**config.mk**
```make
export PLATFORM = sky130hd
export DESIGN_NAME = qpu_exu_wbck_arb
export DESIGN_NICKNAME = d
export VERILOG_FILES = /design/src/rtl/qpu_exu_wbck_arb_pkg.sv /design/src/rtl/qpu_exu_wbck_arb_prio_fsm.sv /design/src/rtl/qpu_exu_wbck_arb.sv
export SDC_FILE = /design/constraint.sdc
export NUM_CORES = 1
export LEC_CHECK = 0
export ABC_CLOCK_PERIOD_IN_PS = 1200
export CAP_MARGIN = 40
export CORE_UTILIZATION = 34
export DETAILED_ROUTE_END_ITERATION = 10
export PLACE_DENSITY = 0.87
export SLEW_MARGIN = 30
export SYNTH_ARGS = -nofsm -noshare
export SYNTH_HDL_FRONTEND = slang
export SYNTH_SLANG_ARGS = --single-unit
```
**constraint.sdc**
```tcl
create_clock -name clk -period 1.2 [get_ports clk]
set_input_delay 0.18 -clock clk [delete_from_list [all_inputs] [get_ports clk]]
set_output_delay 0.18 -clock clk [all_outputs]
set_load 0.02 [all_outputs]
```
**src/rtl/qpu_exu_wbck_arb_pkg.sv**
```systemverilog
// Shared defaults, priority-state encoding and a small helper for the
// QPU writeback arbiter.
package qpu_exu_wbck_arb_pkg;

  localparam int XLEN_DEF       = 32;
  localparam int RFIDX_W_DEF    = 5;
  localparam int QUBIT_NUM_DEF  = 8;
  localparam int STARVE_MAX_DEF = 4;

  // Wide enough for any STARVE_MAX in 1..15
  localparam int STARVE_W = 4;

  typedef enum logic {
    ALU_PRI = 1'b0,
    LNG_PRI = 1'b1
  } prioState_e;

  // Saturating increment of the starvation counter
  function automatic logic [STARVE_W-1:0] satInc(input logic [STARVE_W-1:0] cnt,
                                                 input logic [STARVE_W-1:0] maxVal);
    if (cnt >= maxVal) begin
      return maxVal;
    end
    return cnt + STARVE_W'(1);
  endfunction

endpackage

```
**src/rtl/qpu_exu_wbck_arb_prio_fsm.sv**
```systemverilog
// Priority FSM for the shared regfile write port. Picks the winner between
// the ALU and a regfile-writing long-pipe result, and flips priority to the
// long pipe once the ALU has won STARVE_MAX conflicts in a row.
module qpu_wbck_prio_fsm
  import qpu_exu_wbck_arb_pkg::*;
#(
  parameter int STARVE_MAX = STARVE_MAX_DEF
) (
  input  logic clk,
  input  logic rst_n,
  input  logic aluReq_i,
  input  logic lngReq_i,
  output logic aluGnt_o,
  output logic lngGnt_o
);

  localparam logic [STARVE_W-1:0] STARVE_LIM = STARVE_W'(STARVE_MAX);

  prioState_e          state_q;
  prioState_e          state_d;
  logic [STARVE_W-1:0] starveCnt_q;
  logic [STARVE_W-1:0] starveCnt_d;
  logic                conflict;
  logic                aluGnt;
  logic                lngGnt;

  assign conflict = aluReq_i & lngReq_i;

  // Holds the current priority state; reset is synchronous and active-high
  always_ff @(posedge clk) begin
    if (rst_n) begin
      state_q <= ALU_PRI;
    end else begin
      state_q <= state_d;
    end
  end

  // Moves to long-pipe priority the cycle the counter reaches its limit,
  // so the long pipe wins the very next conflict
  always_comb begin
    state_d = state_q;
    case (state_q)
      ALU_PRI: if (starveCnt_d == STARVE_LIM) state_d = LNG_PRI;
      LNG_PRI: if (lngGnt) state_d = ALU_PRI;
      default: state_d = ALU_PRI;
    endcase
  end

  // Grants: a lone requester always wins, a conflict goes by priority state
  always_comb begin
    aluGnt = 1'b0;
    lngGnt = 1'b0;
    if (conflict) begin
      aluGnt = (state_q == ALU_PRI);
      lngGnt = (state_q == LNG_PRI);
    end else begin
      aluGnt = aluReq_i;
      lngGnt = lngReq_i;
    end
  end

  // Counts conflicts the ALU wins; any long-pipe grant clears it
  always_comb begin
    starveCnt_d = starveCnt_q;
    if (conflict && aluGnt) begin
      starveCnt_d = satInc(starveCnt_q, STARVE_LIM);
    end else if (lngGnt) begin
      starveCnt_d = '0;
    end
  end

  // Starvation counter register
  always_ff @(posedge clk) begin
    if (rst_n) begin
      starveCnt_q <= '0;
    end else begin
      starveCnt_q <= starveCnt_d;
    end
  end

  assign aluGnt_o = aluGnt;
  assign lngGnt_o = lngGnt;

endmodule

```
**src/rtl/qpu_exu_wbck_arb.sv**
```systemverilog
// Writeback arbiter and retire sequencer for the QPU execution unit.
// Shares the regfile write port between ALU and long pipe, retires OITF
// entries in order, and writes measurement results into the qubit-result
// file while retiring the measure-FIFO head.
// Optional build macro QPU_WBCK_ERR_EN adds a sticky wbck_err output.
module qpu_exu_wbck_arb
  import qpu_exu_wbck_arb_pkg::*;
#(
  parameter int XLEN       = XLEN_DEF,
  parameter int RFIDX_W    = RFIDX_W_DEF,
  parameter int QUBIT_NUM  = QUBIT_NUM_DEF,
  parameter int STARVE_MAX = STARVE_MAX_DEF
) (
  input  logic                 clk,
  input  logic                 rst_n,
  input  logic                 alu_wbck_i_valid,
  output logic                 alu_wbck_i_ready,
  input  logic [XLEN-1:0]      alu_wbck_i_wdat,
  input  logic [RFIDX_W-1:0]   alu_wbck_i_rdidx,
  input  logic                 lng_wbck_i_valid,
  output logic                 lng_wbck_i_ready,
  input  logic [XLEN-1:0]      lng_wbck_i_wdat,
  input  logic [RFIDX_W-1:0]   oitf_ret_rdidx,
  input  logic                 oitf_ret_rdwen,
  input  logic                 oitf_empty,
  output logic                 oitf_ret_cl_ena,
  input  logic                 mcu_res_valid,
  output logic                 mcu_res_ready,
  input  logic [QUBIT_NUM-1:0] mcu_res_data,
  input  logic [QUBIT_NUM-1:0] moitf_ret_mf,
  input  logic                 moitf_empty,
  output logic                 oitf_ret_qf_ena,
  output logic                 rf_wbck_ena,
  output logic [RFIDX_W-1:0]   rf_wbck_rdidx,
  output logic [XLEN-1:0]      rf_wbck_wdat,
  output logic                 qr_wbck_ena,
  output logic [QUBIT_NUM-1:0] qr_wbck_mask,
  output logic [QUBIT_NUM-1:0] qr_wbck_data
`ifdef QPU_WBCK_ERR_EN
  ,
  output logic                 wbck_err
`endif
);

  logic lngOk;
  logic lngNowr;
  logic lngWrReq;
  logic aluGnt;
  logic lngWrGnt;
  logic aluAcc;
  logic lngWrAcc;
  logic lngNowrAcc;
  logic mcuAcc;

  logic                 rfEna_q;
  logic                 rfEna_d;
  logic [RFIDX_W-1:0]   rfIdx_q;
  logic [RFIDX_W-1:0]   rfIdx_d;
  logic [XLEN-1:0]      rfDat_q;
  logic [XLEN-1:0]      rfDat_d;
  logic                 qrEna_q;
  logic                 qrEna_d;
  logic [QUBIT_NUM-1:0] qrMask_q;
  logic [QUBIT_NUM-1:0] qrMask_d;
  logic [QUBIT_NUM-1:0] qrDat_q;
  logic [QUBIT_NUM-1:0] qrDat_d;

  // A long-pipe result only counts when the OITF actually holds its entry
  assign lngOk    = lng_wbck_i_valid & ~oitf_empty;
  assign lngNowr  = lngOk & ~oitf_ret_rdwen;
  assign lngWrReq = lngOk & oitf_ret_rdwen;

  qpu_wbck_prio_fsm #(
    .STARVE_MAX(STARVE_MAX)
  ) u_prio_fsm (
    .clk      (clk),
    .rst_n    (rst_n),
    .aluReq_i (alu_wbck_i_valid),
    .lngReq_i (lngWrReq),
    .aluGnt_o (aluGnt),
    .lngGnt_o (lngWrGnt)
  );

  // Handshakes are suppressed while reset is held so nothing retires then
  always_comb begin
    aluAcc     = aluGnt & ~rst_n;
    lngWrAcc   = lngWrGnt & ~rst_n;
    lngNowrAcc = lngNowr & ~rst_n;
    mcuAcc     = mcu_res_valid & ~moitf_empty & ~rst_n;
  end

  assign alu_wbck_i_ready = aluAcc;
  assign lng_wbck_i_ready = lngWrAcc | lngNowrAcc;
  assign oitf_ret_cl_ena  = lngWrAcc | lngNowrAcc;
  assign mcu_res_ready    = ~moitf_empty & ~rst_n;
  assign oitf_ret_qf_ena  = mcuAcc;

  // Selects the regfile write for next cycle from whichever source won
  always_comb begin
    rfEna_d = aluAcc | lngWrAcc;
    rfIdx_d = rfIdx_q;
    rfDat_d = rfDat_q;
    if (aluAcc) begin
      rfIdx_d = alu_wbck_i_rdidx;
      rfDat_d = alu_wbck_i_wdat;
    end else if (lngWrAcc) begin
      rfIdx_d = oitf_ret_rdidx;
      rfDat_d = lng_wbck_i_wdat;
    end
  end

  // Registered regfile write port; reset drops any pending write
  always_ff @(posedge clk) begin
    if (rst_n) begin
      rfEna_q <= 1'b0;
      rfIdx_q <= '0;
      rfDat_q <= '0;
    end else begin
      rfEna_q <= rfEna_d;
      rfIdx_q <= rfIdx_d;
      rfDat_q <= rfDat_d;
    end
  end

  // Captures the measurement result masked by the FIFO head's qubit set
  always_comb begin
    qrEna_d  = mcuAcc;
    qrMask_d = qrMask_q;
    qrDat_d  = qrDat_q;
    if (mcuAcc) begin
      qrMask_d = moitf_ret_mf;
      qrDat_d  = mcu_res_data & moitf_ret_mf;
    end
  end

  // One-entry result buffer feeding the qubit-result file
  always_ff @(posedge clk) begin
    if (rst_n) begin
      qrEna_q  <= 1'b0;
      qrMask_q <= '0;
      qrDat_q  <= '0;
    end else begin
      qrEna_q  <= qrEna_d;
      qrMask_q <= qrMask_d;
      qrDat_q  <= qrDat_d;
    end
  end

  assign rf_wbck_ena   = rfEna_q;
  assign rf_wbck_rdidx = rfIdx_q;
  assign rf_wbck_wdat  = rfDat_q;
  assign qr_wbck_ena   = qrEna_q;
  assign qr_wbck_mask  = qrMask_q;
  assign qr_wbck_data  = qrDat_q;

`ifdef QPU_WBCK_ERR_EN
  logic errSet;
  logic err_q;

  assign errSet = (lng_wbck_i_valid & oitf_empty)
                | (mcu_res_valid & moitf_empty)
                | (oitf_ret_cl_ena & oitf_empty);

  // Sticky protocol-error flag, cleared only by reset
  always_ff @(posedge clk) begin
    if (rst_n) begin
      err_q <= 1'b0;
    end else if (errSet) begin
      err_q <= 1'b1;
    end
  end

  assign wbck_err = err_q;
`endif

endmodule

```
* After elaboration in Yosys (flattened, before gate mapping)
Index checks and enable logic that the tools add are counted.
** Storage, ports and cells
- Bits of input ports :: 98
- Bits in registers :: 60
** Cells by class
- Muxes and demuxes :: 15
- $add $sub $neg :: 1
- Bitwise logic cells :: 18
- Equal/unequal tests :: 1
- Magnitude comparators :: 1
- Reduce and logical (&&, ||, !) cells :: 2
** Operators with widths (number)
- 2-to-1 mux 32 bit :: 2
- 2-to-1 mux 4 bit :: 4
- bitwise AND 1 bit :: 10
- 2-to-1 mux 5 bit :: 2
- bitwise AND 8 bit :: 1
- 2-to-1 mux 1 bit :: 6
- NOT 1 bit :: 5
- adder 4 x 1 -> 4 bit, second input constant :: 1
- equality test 4 x 3 -> 1 bit, second input constant :: 1
- greater-or-equal comparator 4 x 3 -> 1 bit, second input constant :: 1
- bitwise OR 1 bit :: 2
- case mux 1 bit (2 select lines) :: 1
- nonzero test 2 bit :: 1
- logical AND 1 bit :: 1

* Depth between registers and ports, before layout
Gate-level depths: netlist (run 1).
- Depth after elaboration :: 12
- Gate-level depth with buffers :: 8

* Cells and area by module
Synthesis (run 1) repeated with hierarchy kept, for this count alone.
** Unflattened totals
- Cell total of the unflattened synthesis :: 271
- Area, all modules :: 2703.8 µm²
** By module, submodules not included
- qpu_exu_wbck_arb :: sequential area each 1101.1 µm², times used 1, area an instance 2449.8 µm², cells an instance 246
- qpu_wbck_prio_fsm :: sequential area each 100.1 µm², times used 1, area an instance 254.0 µm², cells an instance 25

* Worst setup path before layout (run 1)
OpenSTA, ideal clock, no wires.
- Path kind :: input port to output port
- Start :: input rst_n
- End :: output oitf_ret_cl_ena
- Cell stages on the path :: 4
- Path slack :: -0.971 ns
- Arrival :: 1.991 ns
- Cell sequence :: buf_2 > clkbuf_1 > a2111oi_0 > buf_4
** On the way
- Word-level cells in the longest chain between the ends :: 3
** RTL lines
- from (decl) :: line qpu_exu_wbck_arb.sv:15 : input logic rst_n,
- NOT 1 bit (*) :: line qpu_exu_wbck_arb.sv:87, qpu_exu_wbck_arb.sv:88
- bitwise AND 1 bit, on equally long branches :: line qpu_exu_wbck_arb.sv:87, qpu_exu_wbck_arb.sv:88
- bitwise OR 1 bit (*)
- to (decl) :: line qpu_exu_wbck_arb.sv:26 : output logic oitf_ret_cl_ena,
Every way passes the cells marked *; elsewhere a longest branch is shown, timed or not.

* Final worst setup path (run 1)
- Start :: register u_prio_fsm.state_q
- End :: register rfDat_q[7], in the netlist rf_wbck_wdat[7]
** On the way
- Word-level cells in the longest chain between the ends :: 4
** RTL lines
- from (decl) :: line qpu_exu_wbck_arb_prio_fsm.sv:19 : prioState_e state_q;
- from (signal assigned) :: line qpu_exu_wbck_arb_prio_fsm.sv:34 : state_q <= state_d;
- NOT 1 bit :: line qpu_exu_wbck_arb_prio_fsm.sv:54 : aluGnt = (state_q == ALU_PRI);
- 2-to-1 mux 1 bit :: line qpu_exu_wbck_arb_prio_fsm.sv:53 : if (conflict) begin
- bitwise AND 1 bit :: line qpu_exu_wbck_arb.sv:86 : aluAcc = aluGnt & ~rst_n;
- 2-to-1 mux 32 bit or nonzero test 2 bit (tied branches)
- to (signal assigned) :: line qpu_exu_wbck_arb.sv:121 : rfDat_q <= rfDat_d;
- to (decl) :: line qpu_exu_wbck_arb.sv:59 : logic [XLEN-1:0] rfDat_q;
Several ways; a longest one is shown, not always the timed one.
A chain may end at the register's enable or synchronous reset.

==> impl_summary.md, run 1 <==
STA
For the pin with the worst max-slew slack, the measured transition is between 0.3 and 0.4 ns. The max-slew violation count is 0. The clock arrives with slightly above 0.009 ns of skew. Setup violations remaining at the end of the flow were counted as 43. For the finished layout, the period the worst path requires is 1.431 ns.

The headroom to the max-slew limit is between 70% and 80%. The highest clock frequency the design can meet is ~700 MHz. Setup repair after global routing could not meet its margin everywhere. The least setup slack across all paths after layout is -0.2306 ns.

In the finished design, the share of the clock period the worst path needs comes to 119.2%. The final hold violation count came to 0.

Logic synthesis
The share of the Yosys chip area taken by registers is approximately 44%. Of all cell types, the one taking the most synthesized area is dfxtp_1. Counting every instance in the synthesized netlist gives 320. The synthesized area divided by synthesized cell count is 8.489 um^2.

Sorting the synthesized cells by area gives the leading types as dfxtp_1, a211oi_2, nand2_1. The area share of the leading cell type in the synthesized netlist is 44.22%. For this run, the leading register cell type out of synthesis is dfxtp_1. The count of flip-flops with a built-in enable after synthesis is 0.

The number of nets in the synthesized netlist is 419. Counting flops with an async set or reset pin after synthesis yields a share of 0%. The area of the mapped netlist is around 0.0027 mm^2. The number of library cell types mapped by synthesis is 32.

The flip-flop and latch count after synthesis is 60. The Yosys step of the flow raised 0 warnings.

Floorplanning
The initial core utilization is 35.15%. After floorplanning, the core was divided into 32 placement rows. The count of pins on the block boundary is between 150 and 200. The die covers 0.008350 mm^2. Measured along the x axis, the die boundary spans 91.38 um.

The area inside the core boundary is 0.007727 mm^2. The overall die height is around 90 um.

Placement
The routability-driven placement congestion ratio is 0.8446. Port buffering added 157 buffers. The half-perimeter wire length after placement is 6.564 mm.

Cells and area
The post-layout utilization of the core is around two thirds. For this run, the post-layout net count is 600. The filler cell count is 573. The top cell types in the final layout, fill and taps aside, are clkdlybuf4s50_1, dfxtp_1, nand2_1. The post-route netlist has about two fifths of its cells at a drive strength greater than 1.

The diode insertion count for antenna repair is 0. The library cell used most frequently in the layout, excluding fill and tap cells, is clkdlybuf4s50_1. The signed area change from the synthesized netlist to the final layout is 95.12%.

Clocking
The number of buffers created by CTS is 9. The clock passes through at most 2 buffers. The number of buffers inserted by hold repair at cts is 0. The clock latency on the worst-skew pair is 0.34 ns. The cell sitting at the root of the clock tree is a clkbuf_8. The number of H-tree branching levels is 3. CTS saw 60 sinks. After clock tree synthesis, the clock-pin slew on the worst setup and hold paths is approximately 0.070 ns. TritonCTS built the clock tree.

Worst hold path
The hold path endpoint is rf_wbck_wdat[1]. Along the worst hold path, the cell count comes to 3. The worst hold path begins at lng_wbck_i_wdat[1]. The min-delay analysis places its worst path in the category input port to flop.

Status
The final reports fail on negative setup slack. The flow ran to the end, but the final reports show violations.

Routing
The post-detailed-route via-to-cell ratio is 5.153. The number of detailed-route iterations in the first pass is 4. The final route contains between 3000 and 4000 vias.

In the routed design, unresolved DRC markers number 0. For this block, the initial DRC count from the detailed router was approximately 110. The count of nets left with antenna violations once routing finished came out at 0.

The routed length per instance is approximately 18 um. The post-detailed-routing wire length is 10.69 mm.

Critical path
The cell with the largest stage delay on the worst path is dfxtp_4. Traced cell by cell, the critical path runs through nand4b_1, nand2_4, inv_6, buf_12, buf_12, buf_8, a21oi_2, a211oi_2. The setup path with the least slack is of type flop to flop. Data on the critical path is required at its endpoint by 1.42 ns. The largest single stage delay on the critical path is ~0.37 ns. Measured in cells, the most critical reg-to-reg path has a length of 8. The data arrival time of the worst path is 1.65 ns. Along the worst path, the maximum fanout reaches 6. The worst register-to-register path begins at u_prio_fsm.state_q.

The worst setup path is captured at a flop. The most frequent cell on the critical path is buf_12. The category of the worst setup path launch point is a flop. The capture point of the worst reg-to-reg path is rf_wbck_wdat[7].

The setup check on the worst reg-to-reg path leaves a slack of -0.23 ns.

Power
Summed over all cells, the static leakage comes to 0.002124 uW. VDD sags by at most 0.0006351 V. The power density over cell area is about 1100 mW/mm^2. The completed layout was analyzed and its total power is 5900 uW.

GRT
The via count of the first global-routing pass is 3387. The global-route wire length before repair is 16.85 mm. Entering global routing, the biggest net connects 28 pins. The initial antenna violation count came to 0. For this run the aggregate overflow at the end of global routing stands at 0.

Global routing consumed, over all layers together, 26.23% of the routing resources.

Run
Across the run, the number of max-cap violations was 0.
-- layer usage --
metal  vias to the layer above  part of all wire [%]  wire length [um]  GRT usage, %
li1                       1458                     -                 -             -
met1                      1491                    37              3992         27.72
met2                       152                    51              5449         46.99
met3                        32                   7.9               849         7.873
met4                         0                   3.7               396         12.96
met5                         -                     0                 0             0
-- synthesized netlist by cell type (2+ instances only) --
master    instances
a211oi_1         17
a211oi_2         20
a21oi_1          36
a21oi_2          21
buf_2            11
buf_4             3
buf_6             6
clkbuf_1          7
dfxtp_1          60
inv_1             3
inv_2             2
nand2_1          65
nand3_1          10
nor2_1           40
nor2b_1           2
-- worst max-delay path: cells and delay by family (launching register included) --
family	cells	cell delay, ns
AOI/OAI and AO/OA	2	0.21
buffers and inverters	4	0.45
DFF	1	0.37
and+or+nand+nor	2	0.30
-- per-stage QoR --
step / TNS, ns / hold slack (ns) / std cells / cell area [um^2] / worst slack [ns]
2_1_floorplan: -0.07728 / 0.3160 / 320 / 2759 / -0.04885
3_3_place_gp: -27.79 / 0.4386 / 575 / 4492 / -0.7341
3_5_place_dp: -30.08 / 0.4474 / 575 / 4492 / -0.7670
4_1_cts: -6.828 / 0.3800 / 611 / 5365 / -0.2453
5_1_grt: -9.694 / 0.3922 / 608 / 5300 / -0.2984
6_report: -6.280 / 0.3854 / 608 / 5300 / -0.2306
-- power by group --
group	internal (uW)	switching [uW]
Clock	1370	809
Sequential	2110	63.6
Combinational	767	774
Total	4250	1650
-- worst max path at each step --
| stage | startpoint | end | slack [ns] | cells past startpoint |
|---|---|---|---|---|
| finish | u_prio_fsm.state_q | rf_wbck_wdat[7] | -0.23 | 8 |
| global route | u_prio_fsm.state_q | rf_wbck_wdat[7] | -0.30 | 8 |
| CTS | u_prio_fsm.state_q | oitf_ret_cl_ena | -0.25 | 3 |
| detailed placement | lng_wbck_i_valid | oitf_ret_cl_ena | -0.77 | 4 |
| global placement | alu_wbck_i_valid | oitf_ret_cl_ena | -0.73 | 4 |
| floorplan | u_prio_fsm.state_q | oitf_ret_cl_ena | -0.05 | 3 |
-- area by class of cell --
cell class | instances | area (um^2) | area share, %
timing repair buffer | 197 | 1947 | 36.73
multi-input combinational | 228 | 1763 | 33.26
sequential | 60 | 1207 | 22.78
clock buffer | 11 | 131.4 | 2.479
tap | 102 | 127.6 | 2.408
clock inverter | 5 | 100.1 | 1.889
inverter | 5 | 23.77 | 0.4485
-- logic make-up (layout without fill, tap and decap cells) --
kind of cell	after synthesis	count (layout)	share of synthesized area, %
and+or+nand+nor	130	130	20.31
adders and majority gates	1	1	0.4605
buffers and inverters	32	218	7.001
AOI/OAI and AO/OA	97	97	28.01
DFF	60	60	44.22
-- repair_timing --
| action | 4_1_cts | 5_1_grt |
|---|---|---|
| pin swaps | 35 | 20 |
| hold endpoints to repair | 0 | 0 |
| setup endpoints to repair | 100 | 85 |
| setup buffers | 12 | 3 |
| cloned | 8 | 0 |
| gates resized for setup | 210 | 81 |
-- flip-flops by register name (all words and copies together), names as in the netlist --
signal and cells:
qr_wbck_mask 8, rf_wbck_ena 1, u_prio_fsm.state_q 1, rf_wbck_rdidx 5, qr_wbck_data 8, rf_wbck_wdat 32, qr_wbck_ena 1, u_prio_fsm.starveCnt_q 4
No activity file was read; power rests on OpenSTA's default activity.
==> inputs of run 2 (changes only) <==
--- a/config.mk
+++ b/config.mk
@@ -5,12 +5,14 @@
 export SDC_FILE = /design/constraint.sdc
 export NUM_CORES = 1
 export LEC_CHECK = 0
-export ABC_CLOCK_PERIOD_IN_PS = 1200
+export ABC_CLOCK_PERIOD_IN_PS = 1700
 export CAP_MARGIN = 40
-export CORE_UTILIZATION = 34
+export CORE_UTILIZATION = 41
 export DETAILED_ROUTE_END_ITERATION = 10
-export PLACE_DENSITY = 0.87
+export GPL_ROUTABILITY_DRIVEN = 0
+export PLACE_DENSITY = 0.95
 export SLEW_MARGIN = 30
 export SYNTH_ARGS = -nofsm -noshare
 export SYNTH_HDL_FRONTEND = slang
 export SYNTH_SLANG_ARGS = --single-unit
+export TNS_END_PERCENT = 1
==> constraint.sdc (replaced) <==
create_clock -name clk -period 1.7 [get_ports clk]
set_input_delay 0.255 -clock clk [delete_from_list [all_inputs] [get_ports clk]]
set_output_delay 0.255 -clock clk [all_outputs]
set_load 0.02 [all_outputs]
==> run 2 against run 1 <==
Effect of this change:
- the run now ends clean
- count of clock-buffer cells in the layout increased by 1
- power decreased by 41%
- non-clock buffer count decreased by 24
- critical endpoint is now oitf_ret_cl_ena
- largest power group unchanged
==> impl_summary.md, run 2 (same netlist as run 1, synthesis figures left out) <==
Status
Result of the run: finished clean (was finished, violations left).

Power
The switching part of the total came to 28.37% (was 27.91%). The part of the power in the clock network was 29.6% (was 37.0%). The total internal power is 2494 uW (was 4253 uW). The maximum VDD drop is 0.0005723 V (was 0.0006351 V). The relative contribution of sequential cells to total power came to 44.1% (was 36.9%). The net switching component of the power came to 987.8 uW (was 1647 uW). The total chip power is 3481 uW (was 5900 uW). The power density over cell area is 764.0 mW/mm^2 (was 1113 mW/mm^2).

The power share of the combinational group is 26.3% (was 26.1%). The leakage dissipation is 0.001757 uW (was 0.002124 uW).

Cells and area
The filler cell count is 463 (was 573). Leading cell types in the layout, fill and taps excluded: clkdlybuf4s50_1, nand2_1, dfxtp_1 (was clkdlybuf4s50_1, dfxtp_1, nand2_1). The post-route cell area was 0.004557 mm^2 (was 0.005300 mm^2). The signed area change from the synthesized netlist to the final layout was 67.76% (was 95.12%). The share of final-layout standard cells stronger than drive strength 1 is 16.63% (was 39.72%).

The number of nets in the layout came to 576 (was 600). The post-layout utilization of the core came to 71.36% (was 68.59%). The leading cell type in the layout, fill and taps excluded is clkdlybuf4s50_1 (unchanged). The flip-flop count of the largest register, all copies and words added is 32 (unchanged).

The diode insertion count for antenna repair came to 0 (unchanged).

Clocking
The number of buffers created by CTS is 9 (unchanged). The maximum number of buffers from clock root to sink is 2 (unchanged). The TritonCTS clock tree is yes (unchanged).

The clock transition time at the flip-flop clock pins of the worst setup and hold paths is 0.06 ns (was 0.07 ns). The number of buffers inserted by hold repair at cts was 0 (unchanged). The buffer cell driving the clock tree root is clkbuf_8 (unchanged). The total number of clock tree sinks is 60 (unchanged). The count of buffers added by post-CTS timing repair for setup is 0 (was 12). The clock latency on the worst-skew pair is 0.33 ns (was 0.34 ns).

The number of H-tree branching levels came to 3 (unchanged).

STA
The headroom to the max-slew limit was 71.26% (was 78.82%). The worst clock skew on the final layout is 0.008076 ns (was 0.009253 ns). The worst-margin pin slew is 0.4311 ns (was 0.3177 ns). The total setup violations reported at the end of the flow is 0 (was 43). For the finished layout, the period the worst path requires is 1.684 ns.

The max-slew violation count was 0 (unchanged). Setup repair after global routing missed its margin: yes (unchanged). The worst hold-check slack is 0.4552 ns (was 0.3854 ns). The highest clock frequency the design can meet is 593.7 MHz. In the finished design, the share of the clock period the worst path needs comes to about 99%. The final hold violation count is 0 (unchanged).

Floorplanning
The overall die height was 83.40 um (was 91.38 um). The area of the die is 0.006955 mm^2 (was 0.008350 mm^2). The width of the die came to 83.40 um (was 91.38 um). The area inside the core boundary came to 0.006386 mm^2 (was 0.007727 mm^2). The site row count came to 29 (was 32). The count of pins on the block boundary is 158 (unchanged). The initial core utilization is 42.54% (was 35.15%).

Critical path
The number of cell instances on the worst register-to-register path is 6 (was 8). The critical path required time came to 1.44 ns (was 1.42 ns). The kind of critical path is input port to output pin (was flop to flop). The data arrival time of the worst path is 1.43 ns (was 1.65 ns). The launching point of the worst reg2reg path was u_prio_fsm.state_q (unchanged).

The capture point of the worst reg-to-reg path is rf_wbck_wdat[2] (was rf_wbck_wdat[7]). The worst reg-to-reg setup slack came to 0.18 ns (was -0.23 ns). The maximum net fanout on the critical path is 4 (was 6). The category of the worst setup path launch point is an input port (was flop). The capturing element type of the critical path is an output pin (was flop).

GRT
The pin count of the biggest net entering global routing is 38 (was 28). The global-route wire length before repair was 14.11 mm (was 16.85 mm). The via count of the first global-routing pass is 3032 (was 3387). The total congestion overflow after global routing was 0 (unchanged). The initial antenna violation count is 0 (unchanged).

The global router's overall resource usage is 25.23% (was 26.23%).

Routing
The post-detailed-routing wire length is 8.661 mm (was 10.69 mm). The number of detailed-route iterations in the first pass is 4 (unchanged). The wire length on met1 came to 3.438 mm (was 3.992 mm). The wire length on met3 was 671 um (was 849 um). The count of unresolved DRC violations after routing came to 0 (unchanged). The uppermost metal layer occupied by signal nets is met4 (unchanged). The number of nets still failing antenna checks after routing is 0 (unchanged). The post-detailed-route via-to-cell ratio was 5.260 (was 5.153). The total length of routed met2 wires is 4.281 mm (was 5.449 mm). The total vias in the final route is 2935 (was 3133). The initial detailed-routing violation count came to 119 (was 112). The routed length per instance came to 15.52 um (was 17.58 um).

Worst hold path
The critical hold path startpoint is qr_wbck_mask[0] (was lng_wbck_i_wdat[1]). The path type of the worst min-delay path is flop to flop (was input port to flop). The hold path endpoint is qr_wbck_mask[0] (was rf_wbck_wdat[1]). The number of instances on the worst hold path is 2 (was 3).

Placement
The number of I/O port buffers is 157 (unchanged). The half-perimeter wire length after placement is 6.214 mm (was 6.564 mm). The standard cell area after detailed placement was 0.004377 mm^2 (was 0.004492 mm^2).

Run
The reported max-cap violation count is 0 (unchanged).
## run 2: cell types whose count changed in the layout (fill, tap and decap cells not counted), sizes merged
cell / delta
clkbuf: -25
clkdlybuf4s15: -24
clkinv: +1
clkdlybuf4s50: +60
buf: -28
bufinv: -3
dlygate4sd2: -6
## run 2: layout make-up
| type | instances | area [um^2] | area share (%) |
|---|---|---|---|
| sequential | 60 | 1201 | 26.36 |
| timing repair buffer | 173 | 1747 | 38.33 |
| multi-input combinational | 228 | 1344 | 29.49 |
| clock buffer | 12 | 135.1 | 2.965 |
| clock inverter | 3 | 15.01 | 0.3295 |
| tap | 77 | 96.34 | 2.114 |
| inverter | 5 | 18.77 | 0.4119 |
## run 2: how the worst max path moves through the flow
stage | to | startpoint | slack, ns | cells after the start
after floorplan | oitf_ret_cl_ena | rst_n | 0.05 | 4
after global placement | oitf_ret_cl_ena | alu_wbck_i_valid | -0.44 | 4
after detailed placement | oitf_ret_cl_ena | alu_wbck_i_valid | -0.46 | 4
after CTS | rf_wbck_wdat[2] | alu_wbck_i_valid | -0.03 | 9
after global routing | rf_wbck_wdat[2] | oitf_ret_rdwen | -0.05 | 6
final | oitf_ret_cl_ena | lng_wbck_i_valid | 0.02 | 4
## run 2: per-layer routing
layer | GRT usage (%) | vias up
li1 | - | 1411
met2 | 44.71 | 131
met4 | 11.44 | 0
met5 | 0 | -
met1 | 27.21 | 1368
met3 | 8.151 | 25
## run 2: what timing repair did
item | CTS | global route
setup endpoints to repair | 5 | 25
pin swaps | 1 | 0
gates cloned | 0 | 1
resized for setup | 13 | 5
## run 2: critical path, cell delays in order
cell and delay, ns:
clkdlybuf4s50_1 0.52, inv_1 0.09, a2111oi_4 0.34, buf_2 0.22
## run 2: metrics by stage
| step | cells | TNS (ns) | setup WS, ns |
|---|---|---|---|
| 2_1_floorplan | 320 | 0 | 0.04972 |
| 3_3_place_gp | 542 | -9.418 | -0.4404 |
| 3_5_place_dp | 542 | -10.77 | -0.4591 |
| 4_1_cts | 557 | -0.05843 | -0.02944 |
| 5_1_grt | 558 | -0.1197 | -0.05314 |
| 6_report | 558 | 0 | 0.01575 |
## run 2: power groups by stage
stage | sequential, uW | clock [uW] | combinational [uW]
finish | 1540 | 1030 | 915
global route | 1550 | 1130 | 975
CTS | 1540 | 1060 | 906
detailed placement | 1570 | 0 | 904
global placement | 1560 | 0 | 885
floorplan | 1670 | 0 | 314
==> inputs of run 3 (changes only) <==
--- a/config.mk
+++ b/config.mk
@@ -5,12 +5,12 @@
 export SDC_FILE = /design/constraint.sdc
 export NUM_CORES = 1
 export LEC_CHECK = 0
-export ABC_CLOCK_PERIOD_IN_PS = 1700
+export ABC_CLOCK_PERIOD_IN_PS = 1400
 export CAP_MARGIN = 40
-export CORE_UTILIZATION = 41
+export CORE_UTILIZATION = 34
 export DETAILED_ROUTE_END_ITERATION = 10
 export GPL_ROUTABILITY_DRIVEN = 0
-export PLACE_DENSITY = 0.95
+export PLACE_DENSITY = 0.87
 export SLEW_MARGIN = 30
 export SYNTH_ARGS = -nofsm -noshare
 export SYNTH_HDL_FRONTEND = slang
==> constraint.sdc (replaced) <==
create_clock -name clk -period 1.4 [get_ports clk]
set_input_delay 0.21 -clock clk [delete_from_list [all_inputs] [get_ports clk]]
set_output_delay 0.21 -clock clk [all_outputs]
set_load 0.02 [all_outputs]
==> run 3 against run 2 <==
Effect of this change:
- the run now ends with negative setup slack left
- flip-flop and latch count did not move
- clock skew is 0.0018 ns higher
- power is 36% higher
- sequential share of layout area is 0.46 points lower
- count of clock-buffer cells in the layout stayed put
- first-iteration DRC count fell by 45%
- non-clock buffer count up 4
- register-to-register slack worse by 0.20 ns
- core utilization down 11 points
- hold slack got worse by 0.15 ns
- critical path depth grew 1
- critical endpoint is now alu_wbck_i_ready
- largest cell class unchanged
- highest routed layer unchanged
==> impl_summary.md, run 3 (same netlist as run 1, synthesis figures left out) <==
STA
The headroom to the max-slew limit is 71.66% (was 71.26%). Derived from the worst setup path, the maximum achievable clock frequency is 677.1 MHz. The worst-margin pin slew was 0.4251 ns (was 0.4311 ns). The least setup slack across all paths after layout is -0.07687 ns (was 0.01575 ns). The total setup violations reported at the end of the flow is 8 (was 0). Setup repair after global routing missed its margin: yes (unchanged). Counting I/O delays and the setup requirement, the final critical path takes 1.477 ns.

The max-slew violation count came to 0 (unchanged). The worst clock skew on the final layout came to 0.009889 ns (was 0.008076 ns). The share of the clock period used by the worst path is 105.5%. The final hold violation count is 0 (unchanged). The worst hold-check slack came to 0.3099 ns (was 0.4552 ns).

Critical path
The category of the worst setup path launch point was a flop (was input port). The capturing element type of the critical path is an output pin (unchanged). The maximum net fanout on the critical path is 4 (unchanged).

The kind of critical path is flop to output pin (was input port to output pin). The critical path required time is 1.19 ns (was 1.44 ns). The launching point of the worst reg2reg path is u_prio_fsm.state_q (unchanged). The worst reg-to-reg setup slack was -0.02 ns (was 0.18 ns). The end point of the critical path was alu_wbck_i_ready (was oitf_ret_cl_ena). The capture point of the worst reg-to-reg path is rf_wbck_rdidx[3] (was rf_wbck_wdat[2]). The data arrival time of the worst path was 1.27 ns (was 1.43 ns).

The number of cell instances on the worst register-to-register path is 6 (unchanged). The launch point of the critical path is u_prio_fsm.state_q (was lng_wbck_i_valid).

Floorplanning
The initial core utilization is 35.15% (was 42.54%). The area inside the core boundary is 0.007727 mm^2 (was 0.006386 mm^2). The area of the die is 0.008350 mm^2 (was 0.006955 mm^2). The site row count is 32 (was 29). The count of pins on the block boundary was 158 (unchanged). The overall die height came to 91.38 um (was 83.40 um). The width of the die is 91.38 um (was 83.40 um).

GRT
The via count of the first global-routing pass was 3069 (was 3032). The global router's overall resource usage is 21.73% (was 25.23%). The global-route wire length before repair came to 14.25 mm (was 14.11 mm). The initial antenna violation count is 0 (unchanged). The total congestion overflow after global routing was 0 (unchanged). The pin count of the biggest net entering global routing came to 38 (unchanged).

Cells and area
The leading cell type in the layout, fill and taps excluded was clkdlybuf4s50_1 (unchanged). The filler cell count was 678 (was 463). Leading cell types in the layout, fill and taps excluded: clkdlybuf4s50_1, nand2_1, dfxtp_1 (unchanged). The flip-flop count of the largest register, all copies and words added is 32 (unchanged). The diode insertion count for antenna repair is 0 (unchanged). The share of final-layout standard cells stronger than drive strength 1 is 19.34% (was 16.63%). The signed area change from the synthesized netlist to the final layout is 70.89% (was 67.76%).

The number of nets in the layout is 580 (was 576).

Status
The checks that failed: negative setup slack. Result of the run: finished, violations left (was finished clean).

Clocking
The number of H-tree branching levels is 3 (unchanged). The number of buffers created by CTS is 9 (unchanged). The maximum number of buffers from clock root to sink was 2 (unchanged). The clock latency on the worst-skew pair is 0.34 ns (was 0.33 ns).

The TritonCTS clock tree is yes (unchanged). The total number of clock tree sinks is 60 (unchanged). The count of buffers added by post-CTS timing repair for setup came to 0 (unchanged). The clock transition time at the flip-flop clock pins of the worst setup and hold paths is 0.07 ns (was 0.06 ns). The number of buffers inserted by hold repair at cts is 0 (unchanged). The buffer cell driving the clock tree root is clkbuf_8 (unchanged).

Routing
The post-detailed-route via-to-cell ratio is 4.968 (was 5.260). The uppermost metal layer occupied by signal nets is met4 (unchanged). The initial detailed-routing violation count was 66 (was 119).

The count of unresolved DRC violations after routing is 0 (unchanged). The routed length per instance is 14.99 um (was 15.52 um). The total length of routed met2 wires is 4.423 mm (was 4.281 mm).

The post-detailed-routing wire length is 8.814 mm (was 8.661 mm). The wire length on met1 is 3.586 mm (was 3.438 mm). The wire length on met3 came to 643 um (was 671 um). The number of nets still failing antenna checks after routing is 0 (unchanged). The total vias in the final route is 2921 (was 2935). The number of detailed-route iterations in the first pass is 5 (was 4).

Placement
The half-perimeter wire length after placement came to 6.465 mm (was 6.214 mm). The number of I/O port buffers is 157 (unchanged). The minimum setup slack after placement came to -0.6752 ns (was -0.4591 ns).

Worst hold path
The critical hold path startpoint is rst_n (was qr_wbck_mask[0]). The path type of the worst min-delay path is input port to flop (was flop to flop). The number of instances on the worst hold path is 3 (was 2).

Power
The power density over cell area is 1018 mW/mm^2 (was 764.0 mW/mm^2). The leakage dissipation came to 0.002015 uW (was 0.001757 uW). The maximum VDD drop is 0.0005876 V (was 0.0005723 V). The total chip power is 4727 uW (was 3481 uW).

Run
The reported max-cap violation count came to 0 (unchanged).
-- run 3: routing by layer --
metal,global-route usage (%),up-vias
met1,23.45,1354
met2,39.72,131
met4,8.466,0
li1,-,1416
met3,6.114,20
met5,0,-
-- run 3: repair_timing --
item,4_1_cts,5_1_grt
pin swaps,2,2
endpoints found under the setup margin,98,42
gates resized for setup,83,9
-- run 3: final cells by class --
| cell class | instances | area [um^2] | area share [%] |
|---|---|---|---|
| Timing Repair Buffer | 177 | 1700 | 36.63 |
| Multi-Input combinational cell | 228 | 1355 | 29.19 |
| Clock inverter | 4 | 70.07 | 1.509 |
| Inverter | 5 | 21.27 | 0.4582 |
| Tap cell | 102 | 127.6 | 2.749 |
| Sequential cell | 60 | 1202 | 25.90 |
| Clock buffer | 12 | 165.2 | 3.558 |
-- run 3: critical path, stage by stage (launching register included) --
cell	delay, ns
dfxtp_2	0.35
buf_6	0.11
nand4b_1	0.14
nand2_2	0.14
inv_4	0.06
buf_6	0.13
-- run 3: worst min path at each step --
stage | to | slack (ns)
floorplan | qr_wbck_mask[0] | 0.35
global placement | qr_wbck_data[7] | 0.44
detailed placement | qr_wbck_data[1] | 0.45
CTS | rf_wbck_wdat[24] | 0.31
global route | rf_wbck_wdat[24] | 0.33
finish | rf_wbck_wdat[24] | 0.31
-- run 3: power breakdown --
group | total (uW) | switching [uW] | leakage [uW] | internal, uW
combinational | 1040 | 521 | 0.00140 | 520
sequential | 1860 | 46.2 | 0.000495 | 1810
clock | 1830 | 685 | 0.000122 | 1140
total | 4730 | 1250 | 0.00201 | 3470
-- run 3: metrics by stage --
step / utilization (%) / cells / cell area, um^2 / TNS [ns]
6_report: 60.07 / 588 / 4642 / -0.2477
5_1_grt: 60.07 / 588 / 4642 / -3.743
4_1_cts: 59.73 / 588 / 4616 / -4.294
3_5_place_dp: 57.37 / 572 / 4433 / -23.06
3_3_place_gp: 57.37 / 572 / 4433 / -20.12
2_1_floorplan: - / 320 / 2735 / 0
